[config.mk]
export PLATFORM = sky130hd
export DESIGN_NAME = mask_mov_engine_flat
export DESIGN_NICKNAME = d
export VERILOG_FILES = /design/src/rtl/mask_mov_engine_if.sv /design/src/rtl/mask_mov_engine.sv /design/src/flat_wrapper.sv
export SDC_FILE = /design/constraint.sdc
export NUM_CORES = 1
export LEC_CHECK = 0
export BUFFER_PORTS_ARGS = -buffer_cell sky130_fd_sc_hd__buf_4
export CORE_MARGIN = 2
export CORE_UTILIZATION = 53
export CTS_CLUSTER_SIZE = 8
export DETAILED_ROUTE_END_ITERATION = 6
export PLACE_DENSITY = 0.83
export SKIP_CTS_REPAIR_TIMING = 1
export SKIP_LAST_GASP = 1
export SYNTH_ARGS = -nofsm -noshare
export SYNTH_HDL_FRONTEND = slang
export SYNTH_SLANG_ARGS = --single-unit
[constraint.sdc]
create_clock -name clk -period 3.8 [get_ports clk]
set_input_delay 0.38 -clock clk [delete_from_list [all_inputs] [get_ports clk]]
set_output_delay 0.38 -clock clk [all_outputs]
set_load 0.01 [all_outputs]
[src/rtl/mask_mov_engine_if.sv]
// Bundle of command, arbitration and result signals between the mask move
// engine and its user.
//   master : issues commands, sees the result/strobe (testbench or sequencer)
//   slave  : the engine itself
// Signals:
//   cmd_valid/cmd_ready        command handshake
//   cmd_src/cmd_amt            source mask and shift amount
//   cmd_dir/cmd_rot            0 = left / 1 = right; 1 = rotate, 0 = zero-fill
//   pim_load_in                copy of the mask register's PIM_load
//   MOV_out/Mov_load           result mask and load strobe to the mask register
//   busy/err_amt               engine not idle; rejected-command pulse
interface mask_mov_engine_if #(
  parameter int unsigned N   = 10,
  parameter int unsigned SHW = 4
);
  logic           cmd_valid;
  logic           cmd_ready;
  logic [N-1:0]   cmd_src;
  logic [SHW-1:0] cmd_amt;
  logic           cmd_dir;
  logic           cmd_rot;
  logic           pim_load_in;
  logic [N-1:0]   MOV_out;
  logic           Mov_load;
  logic           busy;
  logic           err_amt;

  modport master (
    output cmd_valid, cmd_src, cmd_amt, cmd_dir, cmd_rot, pim_load_in,
    input  cmd_ready, MOV_out, Mov_load, busy, err_amt
  );

  modport slave (
    input  cmd_valid, cmd_src, cmd_amt, cmd_dir, cmd_rot, pim_load_in,
    output cmd_ready, MOV_out, Mov_load, busy, err_amt
  );
endinterface

[src/rtl/mask_mov_engine.sv]
// Source side of the mask register's move path. Accepts a move command, shifts
// or rotates the source mask one bit per cycle, then presents the result with
// a load strobe held until the mask register actually takes it (PIM_load has
// priority in the mask register, so the strobe is held while pim_load_in = 1).
// Ports:
//   clk    rising-edge clock
//   rst_n  synchronous active-low reset
//   bus    mask_mov_engine_if slave modport (command, arbitration, result)
module mask_mov_engine #(
  parameter int unsigned N   = 10,
  parameter int unsigned SHW = 4
) (
  input logic                clk,
  input logic                rst_n,
  mask_mov_engine_if.slave   bus
);

  typedef enum logic [1:0] {StIdle, StShift, StLoad} state_e;

  state_e         state_q, state_d;
  logic [N-1:0]   work_q, work_d;
  logic [SHW-1:0] cnt_q, cnt_d;
  logic           dir_q, dir_d;
  logic           rot_q, rot_d;
  logic           load_q, load_d;
  logic           err_q, err_d;

  logic [N-1:0]   shifted;
  logic           amt_too_big;

  // Full-width compare: no truncation of cmd_amt before checking against N.
  assign amt_too_big = (32'(bus.cmd_amt) >= N);

  // One single-bit step according to the latched direction and mode.
  always_comb begin
    shifted = work_q;
    if (!dir_q) begin
      shifted = {work_q[N-2:0], rot_q ? work_q[N-1] : 1'b0};
    end else begin
      shifted = {rot_q ? work_q[0] : 1'b0, work_q[N-1:1]};
    end
  end

  always_comb begin
    state_d = state_q;
    work_d  = work_q;
    cnt_d   = cnt_q;
    dir_d   = dir_q;
    rot_d   = rot_q;
    err_d   = 1'b0;
    case (state_q)
      StIdle: begin
        if (bus.cmd_valid) begin
          if (amt_too_big) begin
            // Rejected: working register untouched, stay idle.
            err_d = 1'b1;
          end else begin
            work_d  = bus.cmd_src;
            cnt_d   = bus.cmd_amt;
            dir_d   = bus.cmd_dir;
            rot_d   = bus.cmd_rot;
            state_d = (bus.cmd_amt == '0) ? StLoad : StShift;
          end
        end
      end
      StShift: begin
        work_d = shifted;
        cnt_d  = cnt_q - SHW'(1);
        if (cnt_q == SHW'(1)) begin
          state_d = StLoad;
        end
      end
      StLoad: begin
        // PIM_load won this cycle: the move did not land, keep retrying.
        if (!bus.pim_load_in) begin
          state_d = StIdle;
        end
      end
      default: state_d = StIdle;
    endcase
  end

  assign load_d = (state_d == StLoad);

  always_ff @(posedge clk) begin
    if (!rst_n) begin
      state_q <= StIdle;
      work_q  <= '0;
      cnt_q   <= '0;
      dir_q   <= 1'b0;
      rot_q   <= 1'b0;
      load_q  <= 1'b0;
      err_q   <= 1'b0;
    end else begin
      state_q <= state_d;
      work_q  <= work_d;
      cnt_q   <= cnt_d;
      dir_q   <= dir_d;
      rot_q   <= rot_d;
      load_q  <= load_d;
      err_q   <= err_d;
    end
  end

  assign bus.cmd_ready = (state_q == StIdle);
  assign bus.busy      = (state_q != StIdle);
  assign bus.MOV_out   = work_q;
  assign bus.Mov_load  = load_q;
  assign bus.err_amt   = err_q;

endmodule

[src/flat_wrapper.sv]
// flat-port wrapper written by rule: the top's interface ports become plain ports
module mask_mov_engine_flat 
#(
  parameter int unsigned N   = 10,
  parameter int unsigned SHW = 4
)
  (clk, rst_n, bus_cmd_valid, bus_cmd_src, bus_cmd_amt, bus_cmd_dir, bus_cmd_rot, bus_pim_load_in, bus_cmd_ready, bus_MOV_out, bus_Mov_load, bus_busy, bus_err_amt);
  mask_mov_engine_if #(.N(N), .SHW(SHW)) bus_i ();
  input logic clk;
  input logic rst_n;
  input wire logic [$bits(bus_i.cmd_valid)-1:0] bus_cmd_valid;
  input wire logic [$bits(bus_i.cmd_src)-1:0] bus_cmd_src;
  input wire logic [$bits(bus_i.cmd_amt)-1:0] bus_cmd_amt;
  input wire logic [$bits(bus_i.cmd_dir)-1:0] bus_cmd_dir;
  input wire logic [$bits(bus_i.cmd_rot)-1:0] bus_cmd_rot;
  input wire logic [$bits(bus_i.pim_load_in)-1:0] bus_pim_load_in;
  output wire logic [$bits(bus_i.cmd_ready)-1:0] bus_cmd_ready;
  output wire logic [$bits(bus_i.MOV_out)-1:0] bus_MOV_out;
  output wire logic [$bits(bus_i.Mov_load)-1:0] bus_Mov_load;
  output wire logic [$bits(bus_i.busy)-1:0] bus_busy;
  output wire logic [$bits(bus_i.err_amt)-1:0] bus_err_amt;
  assign bus_i.cmd_valid = bus_cmd_valid;
  assign bus_i.cmd_src = bus_cmd_src;
  assign bus_i.cmd_amt = bus_cmd_amt;
  assign bus_i.cmd_dir = bus_cmd_dir;
  assign bus_i.cmd_rot = bus_cmd_rot;
  assign bus_i.pim_load_in = bus_pim_load_in;
  assign bus_cmd_ready = bus_i.cmd_ready;
  assign bus_MOV_out = bus_i.MOV_out;
  assign bus_Mov_load = bus_i.Mov_load;
  assign bus_busy = bus_i.busy;
  assign bus_err_amt = bus_i.err_amt;
  mask_mov_engine #(.N(N), .SHW(SHW)) u_core (.clk(clk), .rst_n(rst_n), .bus(bus_i));
endmodule
* Word level (Yosys, flattened, before mapping)
Cells that the tools add are included.
** Word-level totals
- Bits in writable memories :: 0
- Input bits :: 20
- Register bits after elaboration :: 20
- Output and inout bits :: 14
- Bits in latches :: 0
- Memory bits (read-only) :: 0
- Memories :: 0
- Logic and storage cells :: 39
** Cells by class
- Add/sub/neg operators :: 1
- Reductions and logical operators :: 7
- $mul :: 0
- Equal/unequal tests :: 6
- Divide/modulo/power cells :: 0
- Mux-type cells :: 16
- Bitwise gates (word level) :: 1
- Shifts and indexed selects :: 0
- Order comparisons :: 1
** Operator list (number)
- 10-bit 2-to-1 mux :: 3
- 10-bit case mux with 2 select lines :: 1
- 2-bit 2-to-1 mux :: 5
- 3-bit AND reduction :: 3
- 4-bit 2-to-1 mux :: 2
- 4-bit case mux with 2 select lines :: 1
- 2-bit case mux with 3 select lines :: 1
- 2-bit == test (second input constant) :: 2
- 4-bit by 1-bit == test with 1-bit output (second input constant) :: 1
- 4-bit >= comparator (second input constant) :: 1
- 4-bit logical NOT :: 1
- 2-bit inequality test (second input constant) :: 2
- 2-bit nonzero test :: 2
- 4-bit by 1-bit subtractor with 4-bit output (second input constant) :: 1
- 1-bit 2-to-1 mux :: 3
- 2-bit by 1-bit == test with 1-bit output (second input constant) :: 1
- 2-bit logical NOT :: 1
- 1-bit NOT :: 1

* Depth between registers and ports, before layout
Gate-level depths: netlist of the first run.
- Depth after elaboration :: 6
- Depth in mapped cells :: 6
- Depth with buffers taken out :: 6

* Worst setup path after synthesis of the first run
Ideal clock, no wire load.
- Path kind :: input to register
- Start point :: input bus_cmd_amt[1]
- End point :: register u_core.work_q[1] (netlist: u_core.bus.MOV_out[1])
- Setup time :: 0.075 ns
- Arrival time :: 1.413 ns
- Stages :: 5
- Path slack :: 2.312 ns
- Cell sequence :: or2_1 a311oi_4 nand2_1 buf_2 o22ai_1
** Between the ends
- Longest elaborated chain between the ends :: 3
** RTL lines
- start, declared :: RTL line flat_wrapper.sv:13 : input wire logic [$bits(bus_i.cmd_amt)-1:0] bus_cmd_amt;
- 4-bit >= comparator :: RTL line mask_mov_engine.sv:32 : assign amt_too_big = (32'(bus.cmd_amt) >= N);
- 2-bit inequality test (no line)
- 3-bit AND reduction (no line)
- end signal, assigned :: RTL line mask_mov_engine.sv:96 : work_q <= work_d;
- end, declared :: RTL line mask_mov_engine.sv:21 : logic [N-1:0] work_q, work_d;
No other way between the ends.
A chain may end at the register's enable or synchronous reset.

* Final worst setup path of the first run
- Start point :: register u_core.state_q[0]
- End point :: register u_core.cnt_q[3]
** Between the ends
- Longest elaborated chain between the ends :: 3
- Elaborated cells on any way between the ends :: 7
- Those cells by class :: eq/ne: 3; mux: 1; reduce/logical: 3
** RTL lines
- start, declared :: RTL line mask_mov_engine.sv:20 : state_e state_q, state_d;
- start signal, assigned :: RTL line mask_mov_engine.sv:87 : state_q <= StIdle;
- start signal, assigned :: RTL line mask_mov_engine.sv:95 : state_q <= state_d;
- 2-bit logical NOT / 2-bit by 1-bit == test with 1-bit output (equally long branches) :: RTL line mask_mov_engine.sv:51 : case (state_q)
- 2-bit inequality test (no line) / 2-bit nonzero test (equally long branches)
- 3-bit AND reduction (no line)
- end signal, assigned :: RTL line mask_mov_engine.sv:97 : cnt_q <= cnt_d;
- end, declared :: RTL line mask_mov_engine.sv:22 : logic [SHW-1:0] cnt_q, cnt_d;
Several ways; a longest one is shown, not always the timed one.

==> results.sh, run 1 <==
export IMPL_p_per_area_nw_per_um2=432
export IMPL_die_width_um=48.6
export IMPL_port_buffers=33
export IMPL_cts_reportedPaths_clkPinSlew_ns=0.12
export IMPL_setup_total_negative_slack_ns=0
export IMPL_detail_routed_net_length_per_standard_cell_um=13.4
export IMPL_max_stage_delay_ns=0.66
export IMPL_timing_max_slew_rel_slack_pct=43.8
export IMPL_placer_s_final_routability_congestion_estimate=0.815
export IMPL_synthAdderAreaFrac_pct=2.38
export IMPL_crit_fanout=16
export IMPL_synthesized_area_fraction_occupied_by_and_or_nand_nor_cells_pct=20.7
export IMPL_pin_count=34
export IMPL_worst_ep_arrival_time_ns=2.33
export IMPL_clock_skew_final_ns=0.00501
export IMPL_die_area_um2=2360
export IMPL_dr_total_vias=1045
export IMPL_largest_family_of_logic_cells_by_synthesized_area="compound AO/OA/AOI/OAI gates"
export IMPL_synth_seq_area_share_pct=38.0
export IMPL_netSwitchingPower_w=0.000171
export IMPL_place_detailed_hpwl_mm=1.78
export IMPL_ctsRootBufferMaster="sky130_fd_sc_hd__clkbuf_4"
export IMPL_post_route_drc_count=0
export IMPL_avgSynthCellArea_um2=8.04
export IMPL_cts_tree="built"
export IMPL_cts_sinks=20
export IMPL_holdWs_ns=0.296
export IMPL_cp_slowest_cell="sky130_fd_sc_hd__a311oi_4"
export IMPL_p_clk_share_pct=30.4
export IMPL_ys_ff_latch=20
export IMPL_grt_pass1_wl_mm=4.28
export IMPL_seq_power_share_pct=44.3
export IMPL_n_fill_cell=160
export IMPL_crit_path_end_kind="flop"
export IMPL_initial_core_util_pct=54.8
export IMPL_synth_area_um2=1050
export IMPL_area_delta_synth_final_pct=27.7
export IMPL_largest_net_degree_at_the_start_of_global_routing=25
export IMPL_cts_buffers_inserted=3
export IMPL_route_antenna_remaining_nets=0
export IMPL_post_drt_via_cell_ratio=5.59
export IMPL_drt_total_wl_mm=2.51
export IMPL_min_period_over_period_pct=54.9
export IMPL_final_max_slew_viol_count=0
export IMPL_core_um2=1920
export IMPL_clk_path_buf_depth=2
export IMPL_postSynthCellCount=131
export IMPL_ys_warnings_count=0
export IMPL_first_iter_violations=24
export IMPL_run_status="finished, final reports clean"
export IMPL_p_sw_share_pct=29.4
export IMPL_final_hold_violation_count=0
export IMPL_critical_path_cell_chain="nor2_1, a311oi_4, nand2_1, o22ai_1"
export IMPL_data_required_time_of_the_critical_path_ns=4.04
export IMPL_antennaDiodeCount=0
export IMPL_achievable_frequency_mhz=479
export IMPL_yosys_area_share_xor_xnor_pct=0
export IMPL_clkLatencyLatePin_ns=0.31
export IMPL_tightestPinTransition_ns=0.844
export IMPL_internal_power_w=0.000410
export IMPL_comb_power_share_pct=25.2
export IMPL_hold_path_class="in2reg"
export IMPL_drtPass1Iterations=4
export IMPL_drive_above_1_share_pct=23.8
export IMPL_initial_antenna_violation_count=0
export IMPL_distinct_cell_type_count_after_synthesis=28
export IMPL_grt_pass1_vias=915
export IMPL_nets=183
export IMPL_row_count=16
export IMPL_setup_worst_path_class="reg2reg"
export IMPL_power_leakage_nw=0.551
export IMPL_layout_min_cycle_time_ns=2.09
export IMPL_syn_num_nets=153
export IMPL_groute_usage_overall_pct=23.4
export IMPL_chipHeight_um=48.6
export IMPL_synth_compound_area_share_pct=23.3
export IMPL_htree_levels=1
export IMPL_globalRoute_totalOverflow=0
export IMPL_synth_mux_area_fraction_pct=9.50
export IMPL_setup_viols_final=0
export IMPL_setup_worst_path_start_class="flop"
export IMPL_unrepaired_setup_endpoints_after_global_routing="false"
export IMPL_drv_cap=0
export IMPL_max_vdd_ir_drop_mv=0.310
==> synthesized netlist by cell type <==
library cell | number | area [um2]
sky130_fd_sc_hd__and3_1 | 2 | 12.5
sky130_fd_sc_hd__mux2i_1 | 10 | 100
sky130_fd_sc_hd__a22oi_1 | 1 | 7.51
sky130_fd_sc_hd__nor2_1 | 14 | 52.6
sky130_fd_sc_hd__a311oi_4 | 1 | 26.3
sky130_fd_sc_hd__or2_1 | 2 | 12.5
sky130_fd_sc_hd__inv_1 | 6 | 22.5
sky130_fd_sc_hd__dfxtp_1 | 20 | 400
sky130_fd_sc_hd__nand3_1 | 3 | 15.0
sky130_fd_sc_hd__clkbuf_1 | 3 | 11.3
sky130_fd_sc_hd__nor4bb_1 | 1 | 10.0
sky130_fd_sc_hd__buf_6 | 1 | 11.3
sky130_fd_sc_hd__o22ai_1 | 11 | 68.8
sky130_fd_sc_hd__nand3b_1 | 1 | 7.51
sky130_fd_sc_hd__ha_1 | 2 | 25.0
sky130_fd_sc_hd__nor2b_1 | 2 | 12.5
sky130_fd_sc_hd__nand2b_1 | 2 | 12.5
sky130_fd_sc_hd__a21oi_1 | 16 | 80.1
sky130_fd_sc_hd__a221oi_1 | 3 | 26.3
sky130_fd_sc_hd__buf_2 | 4 | 20.0
sky130_fd_sc_hd__o22a_1 | 1 | 8.76
sky130_fd_sc_hd__a21boi_0 | 1 | 7.51
sky130_fd_sc_hd__nor4_1 | 1 | 6.26
sky130_fd_sc_hd__nand2_1 | 16 | 60.1
sky130_fd_sc_hd__o21ai_0 | 3 | 15.0
sky130_fd_sc_hd__nor3_1 | 2 | 10.0
sky130_fd_sc_hd__o21ai_1 | 1 | 5.00
sky130_fd_sc_hd__or3_1 | 1 | 6.26
==> cell families after synthesis <==
kind of cell,count (synthesis)
flip-flops,20
multiplexers,10
AO/OA/AOI/OAI,38
adder cells (fa/ha/maj),2
AND/OR/NAND/NOR,47
buffers and inverters,14
==> final timing paths <==
path	slack [ns]	cells after the start	end	from
max	1.71	4	u_core.cnt_q[3]	u_core.state_q[0]
max reg2reg	1.71	4	u_core.cnt_q[3]	u_core.state_q[0]
min	0.30	3	u_core.rot_q	bus_cmd_rot
min reg2reg	0.51	2	u_core.bus.MOV_out[6]	u_core.bus.MOV_out[6]
==> power by group through the flow <==
stage / logic (W) / clock network, W / registers [W]
3_5_place_dp: 0.000145 / 0 / 0.000261
2_1_floorplan: 0.0000936 / 0 / 0.000257
4_1_cts: 0.000147 / 0.000177 / 0.000257
6_report: 0.000147 / 0.000177 / 0.000258
3_3_place_gp: 0.000140 / 0 / 0.000261
5_1_grt: 0.000163 / 0.000185 / 0.000261
==> layout by cell type (no fill, tap or decap), drive strengths merged, types with 2 or more instances in the layout <==
master and instances:
buf 33, dfxtp 20, nand2 16, a21oi 16, nor2 14, o22ai 11, mux2i 10, inv 6
o21ai 4, nand3 3, a221oi 3, clkbuf 3, or2 2, nand2b 2, nor3 2, nor2b 2
and3 2, ha 2
==> sequential cells by signal, summed over array words and instances (netlist names) <==
| register | cells |
|---|---|
| u_core.rot_q | 1 |
| u_core.dir_q | 1 |
| u_core.cnt_q | 4 |
| u_core.bus.Mov_load | 1 |
| u_core.bus.err_amt | 1 |
| u_core.bus.MOV_out | 10 |
| u_core.state_q | 2 |
==> final cells by class <==
cell class / instances / area (um2) / share of cell area, %
Timing Repair Buffer: 33 / 248 / 18.4
Sequential cell: 20 / 400 / 29.8
Clock inverter: 1 / 30.0 / 2.23
Tap cell: 27 / 33.8 / 2.51
Clock buffer: 3 / 22.5 / 1.67
Multi-Input combinational cell: 97 / 588 / 43.7
Inverter: 6 / 22.5 / 1.67
==> layer usage <==
metal  global-route usage (%)  share of wire, %
met5                        0                 0
met4                     10.0               1.9
met3                     3.40               4.5
met2                     37.3                49
met1                     31.8                45
==> critical path: cells and delay by family, from the launching register on <==
| kind | cells | cell delay [ns] |
|---|---|---|
| simple gates | 2 | 0.53 |
| compound gates | 2 | 0.93 |
| flops | 1 | 0.55 |
==> stage by stage <==
| stage | instances | setup WS, ns | total power [W] | area [um2] | utilization, % |
|---|---|---|---|---|---|
| after floorplan | 131 | 2.31 | 0.000351 | 1050 | - |
| after global placement | 183 | 1.69 | 0.000401 | 1290 | 67.3 |
| after detailed placement | 183 | 1.62 | 0.000406 | 1290 | 67.3 |
| after CTS | 187 | 1.75 | 0.000581 | 1350 | 70.0 |
| after global routing | 187 | 1.53 | 0.000609 | 1350 | 70.0 |
| final | 187 | 1.71 | 0.000581 | 1350 | 70.0 |
No activity file was read; power rests on OpenSTA's default activity.
==> run 2, diff against run 1 <==
--- a/config.mk
+++ b/config.mk
@@ -7,10 +7,10 @@
 export LEC_CHECK = 0
 export BUFFER_PORTS_ARGS = -buffer_cell sky130_fd_sc_hd__buf_4
 export CORE_MARGIN = 2
-export CORE_UTILIZATION = 53
+export CORE_UTILIZATION = 44
 export CTS_CLUSTER_SIZE = 8
 export DETAILED_ROUTE_END_ITERATION = 6
-export PLACE_DENSITY = 0.83
+export PLACE_DENSITY = 0.74
 export SKIP_CTS_REPAIR_TIMING = 1
 export SKIP_LAST_GASP = 1
 export SYNTH_ARGS = -nofsm -noshare
==> constraint.sdc (replaced) <==
create_clock -name clk -period 1.9 [get_ports clk]
set_input_delay 0.19 -clock clk [delete_from_list [all_inputs] [get_ports clk]]
set_output_delay 0.19 -clock clk [all_outputs]
set_load 0.01 [all_outputs]
==> run 2 against run 1 <==
  * Sequential share of layout area unchanged
  * Sequential power increased by 99%
  * Count of clock-buffer cells in the layout increased by 1
  * Global-route usage decreased by 6.1 points
  * Clock skew decreased by 0.0037 ns
  * Cell count increased by 1.6%
  * Worst setup slack got worse by 1.6 ns
  * Clock power increased by 38%
  * Fmax increased by 20%
  * Worst hold slack got worse by 0.18 ns
  * Power increased by 81%
  * Largest cell class unchanged
==> results.sh, run 2 (synthesis gave the netlist of run 1 again) <==
export IMPL_timing_hold_worst_path_depth=3
export IMPL_post_drt_via_cell_ratio=5.30
export IMPL_cts_buffers_inserted=3
export IMPL_data_required_time_of_the_critical_path_ns=2.12
export IMPL_unrepaired_setup_endpoints_after_global_routing="false"
export IMPL_clk_path_buf_depth=2
export IMPL_drive_above_1_share_pct=24.7
export IMPL_drtPass1Iterations=5
export IMPL_row_count=17
export IMPL_cts_tree="built"
export IMPL_initial_core_util_pct=47.2
export IMPL_die_width_um=52.9
export IMPL_largest_net_degree_at_the_start_of_global_routing=24
export IMPL_worst_path_buf_inv=0
export IMPL_groute_usage_overall_pct=17.3
export IMPL_globalRoute_totalOverflow=0
export IMPL_critical_path_cell_chain="nor2_1, a311oi_4, nand2_1, o22ai_1"
export IMPL_place_detailed_hpwl_mm=1.73
export IMPL_nets=185
export IMPL_p_per_area_nw_per_um2=782
export IMPL_core_um2=2230
export IMPL_port_buffers=33
export IMPL_placedCellCount=186
export IMPL_cpLargestDelayFamily="compound AO/OA/AOI/OAI gates"
export IMPL_post_route_drc_count=0
export IMPL_antennaDiodeCount=0
export IMPL_max_stage_delay_ns=0.54
export IMPL_r2r_end="u_core.bus.MOV_out[3]"
export IMPL_pin_count=34
export IMPL_r2r_slack_ns=0.16
export IMPL_setup_viols_final=0
export IMPL_min_to="u_core.rot_q"
export IMPL_crit_path_end_kind="flop"
export IMPL_crit_fanout=11
export IMPL_initial_antenna_violation_count=0
export IMPL_layout_cell_area_non_filler_um2=1350
export IMPL_setup_total_negative_slack_ns=0
export IMPL_final_hold_violation_count=0
export IMPL_placed_cell_area_um2=1310
export IMPL_final_instance_count_excl_fill=190
export IMPL_grt_pass1_wl_mm=3.70
export IMPL_chipHeight_um=52.9
export IMPL_run_status="finished, final reports clean"
export IMPL_area_delta_synth_final_pct=27.7
export IMPL_clock_skew_final_ns=0.00136
export IMPL_max_vdd_ir_drop_mv=0.450
export IMPL_grt_pass1_vias=846
export IMPL_ctsRootBufferMaster="sky130_fd_sc_hd__clkbuf_4"
export IMPL_timing_max_slew_rel_slack_pct=58.6
export IMPL_detail_routed_net_length_per_standard_cell_um=12.2
export IMPL_route_antenna_remaining_nets=0
export IMPL_r2r_cells=4
export IMPL_hold_path_class="in2reg"
export IMPL_drt_total_wl_mm=2.33
export IMPL_cp_slowest_cell="sky130_fd_sc_hd__dfxtp_1"
export IMPL_cts_reportedPaths_clkPinSlew_ns=0.11
export IMPL_layout_min_cycle_time_ns=1.74
export IMPL_power_leakage_nw=0.554
export IMPL_hold_path_startpoint="bus_cmd_rot"
export IMPL_htree_levels=1
export IMPL_setup_worst_path_class="reg2reg"
export IMPL_drv_cap=0
export IMPL_final_max_slew_viol_count=0
export IMPL_cts_sinks=20
export IMPL_clkLatencyLatePin_ns=0.29
export IMPL_placer_s_final_routability_congestion_estimate=0.835
export IMPL_dr_total_vias=1007
export IMPL_largest_reg_flops=10
export IMPL_first_iter_violations=32
export IMPL_r2r_start="u_core.state_q[0]"
export IMPL_final_cell_mix="sky130_fd_sc_hd__buf_4, sky130_fd_sc_hd__dfxtp_1, sky130_fd_sc_hd__nand2_1, sky130_fd_sc_hd__a21oi_1, sky130_fd_sc_hd__nor2_1"
export IMPL_worst_ep_arrival_time_ns=1.96
export IMPL_mostFrequentLayoutCell="sky130_fd_sc_hd__buf_4"
export IMPL_die_area_um2=2800
export IMPL_tightestPinTransition_ns=0.621
export IMPL_achievable_frequency_mhz=575
export IMPL_min_period_over_period_pct=91.5
export IMPL_setup_worst_path_start_class="flop"
[run 2: cell types whose count changed in the layout (fill, tap and decap cells not counted)]
cell                        before  now
sky130_fd_sc_hd__buf_4          33   35
sky130_fd_sc_hd__bufinv_16       1    0
sky130_fd_sc_hd__clkbuf_8        0    1
[run 2: how the worst max path moves through the flow]
stage | startpoint | to | slack (ns) | cells after the start
finish | u_core.state_q[0] | u_core.bus.MOV_out[3] | 0.16 | 4
global route | u_core.state_q[0] | u_core.bus.MOV_out[3] | 0.06 | 4
CTS | u_core.state_q[0] | u_core.bus.MOV_out[3] | 0.19 | 4
detailed placement | u_core.state_q[0] | u_core.bus.MOV_out[3] | 0.21 | 4
global placement | bus_cmd_amt[1] | u_core.bus.MOV_out[3] | 0.30 | 5
floorplan | u_core.state_q[0] | u_core.state_q[0] | 0.43 | 5
[run 2: area by class of cell]
| cell class | count | area, um2 |
|---|---|---|
| flip-flops and latches | 20 | 400 |
| inverters | 6 | 22.5 |
| well taps | 28 | 35.0 |
| multi-input cells | 97 | 588 |
| repair buffers | 35 | 263 |
| fillers | 209 | 888 |
| clock buffers | 4 | 36.3 |
[run 2: worst min-delay path: cells and delay by family]
| kind | cells | cell delay, ns |
|---|---|---|
| mux | 1 | 0.05 |
| buf+inv | 1 | 0.07 |
| simple gates | 1 | 0.07 |
[run 2: stage by stage]
| step | worst slack (ns) | hold WS, ns | total power, W | util, % |
|---|---|---|---|---|
| 2_1_floorplan | 0.432 | 0.308 | 0.000701 | - |
| 3_3_place_gp | 0.298 | 0.423 | 0.000811 | 58.6 |
| 3_5_place_dp | 0.211 | 0.427 | 0.000817 | 58.6 |
| 4_1_cts | 0.191 | 0.123 | 0.00105 | 60.2 |
| 5_1_grt | 0.0619 | 0.120 | 0.00112 | 60.2 |
| 6_report | 0.162 | 0.118 | 0.00105 | 60.2 |
[run 2: power breakdown]
| group | total [W] | internal (W) | switching [W] |
|---|---|---|---|
| clock network | 0.000244 | 0.000117 | 0.000127 |
| logic | 0.000295 | 0.000150 | 0.000145 |
| registers | 0.000513 | 0.000462 | 0.0000512 |
[run 2: metal layers]
| metal | global-route usage [%] | share of wire (%) |
|---|---|---|
| met5 | 0 | 0 |
| met4 | 2.99 | 0.60 |
| met3 | 2.54 | 5.1 |
| met2 | 28.7 | 48 |
| met1 | 24.1 | 46 |
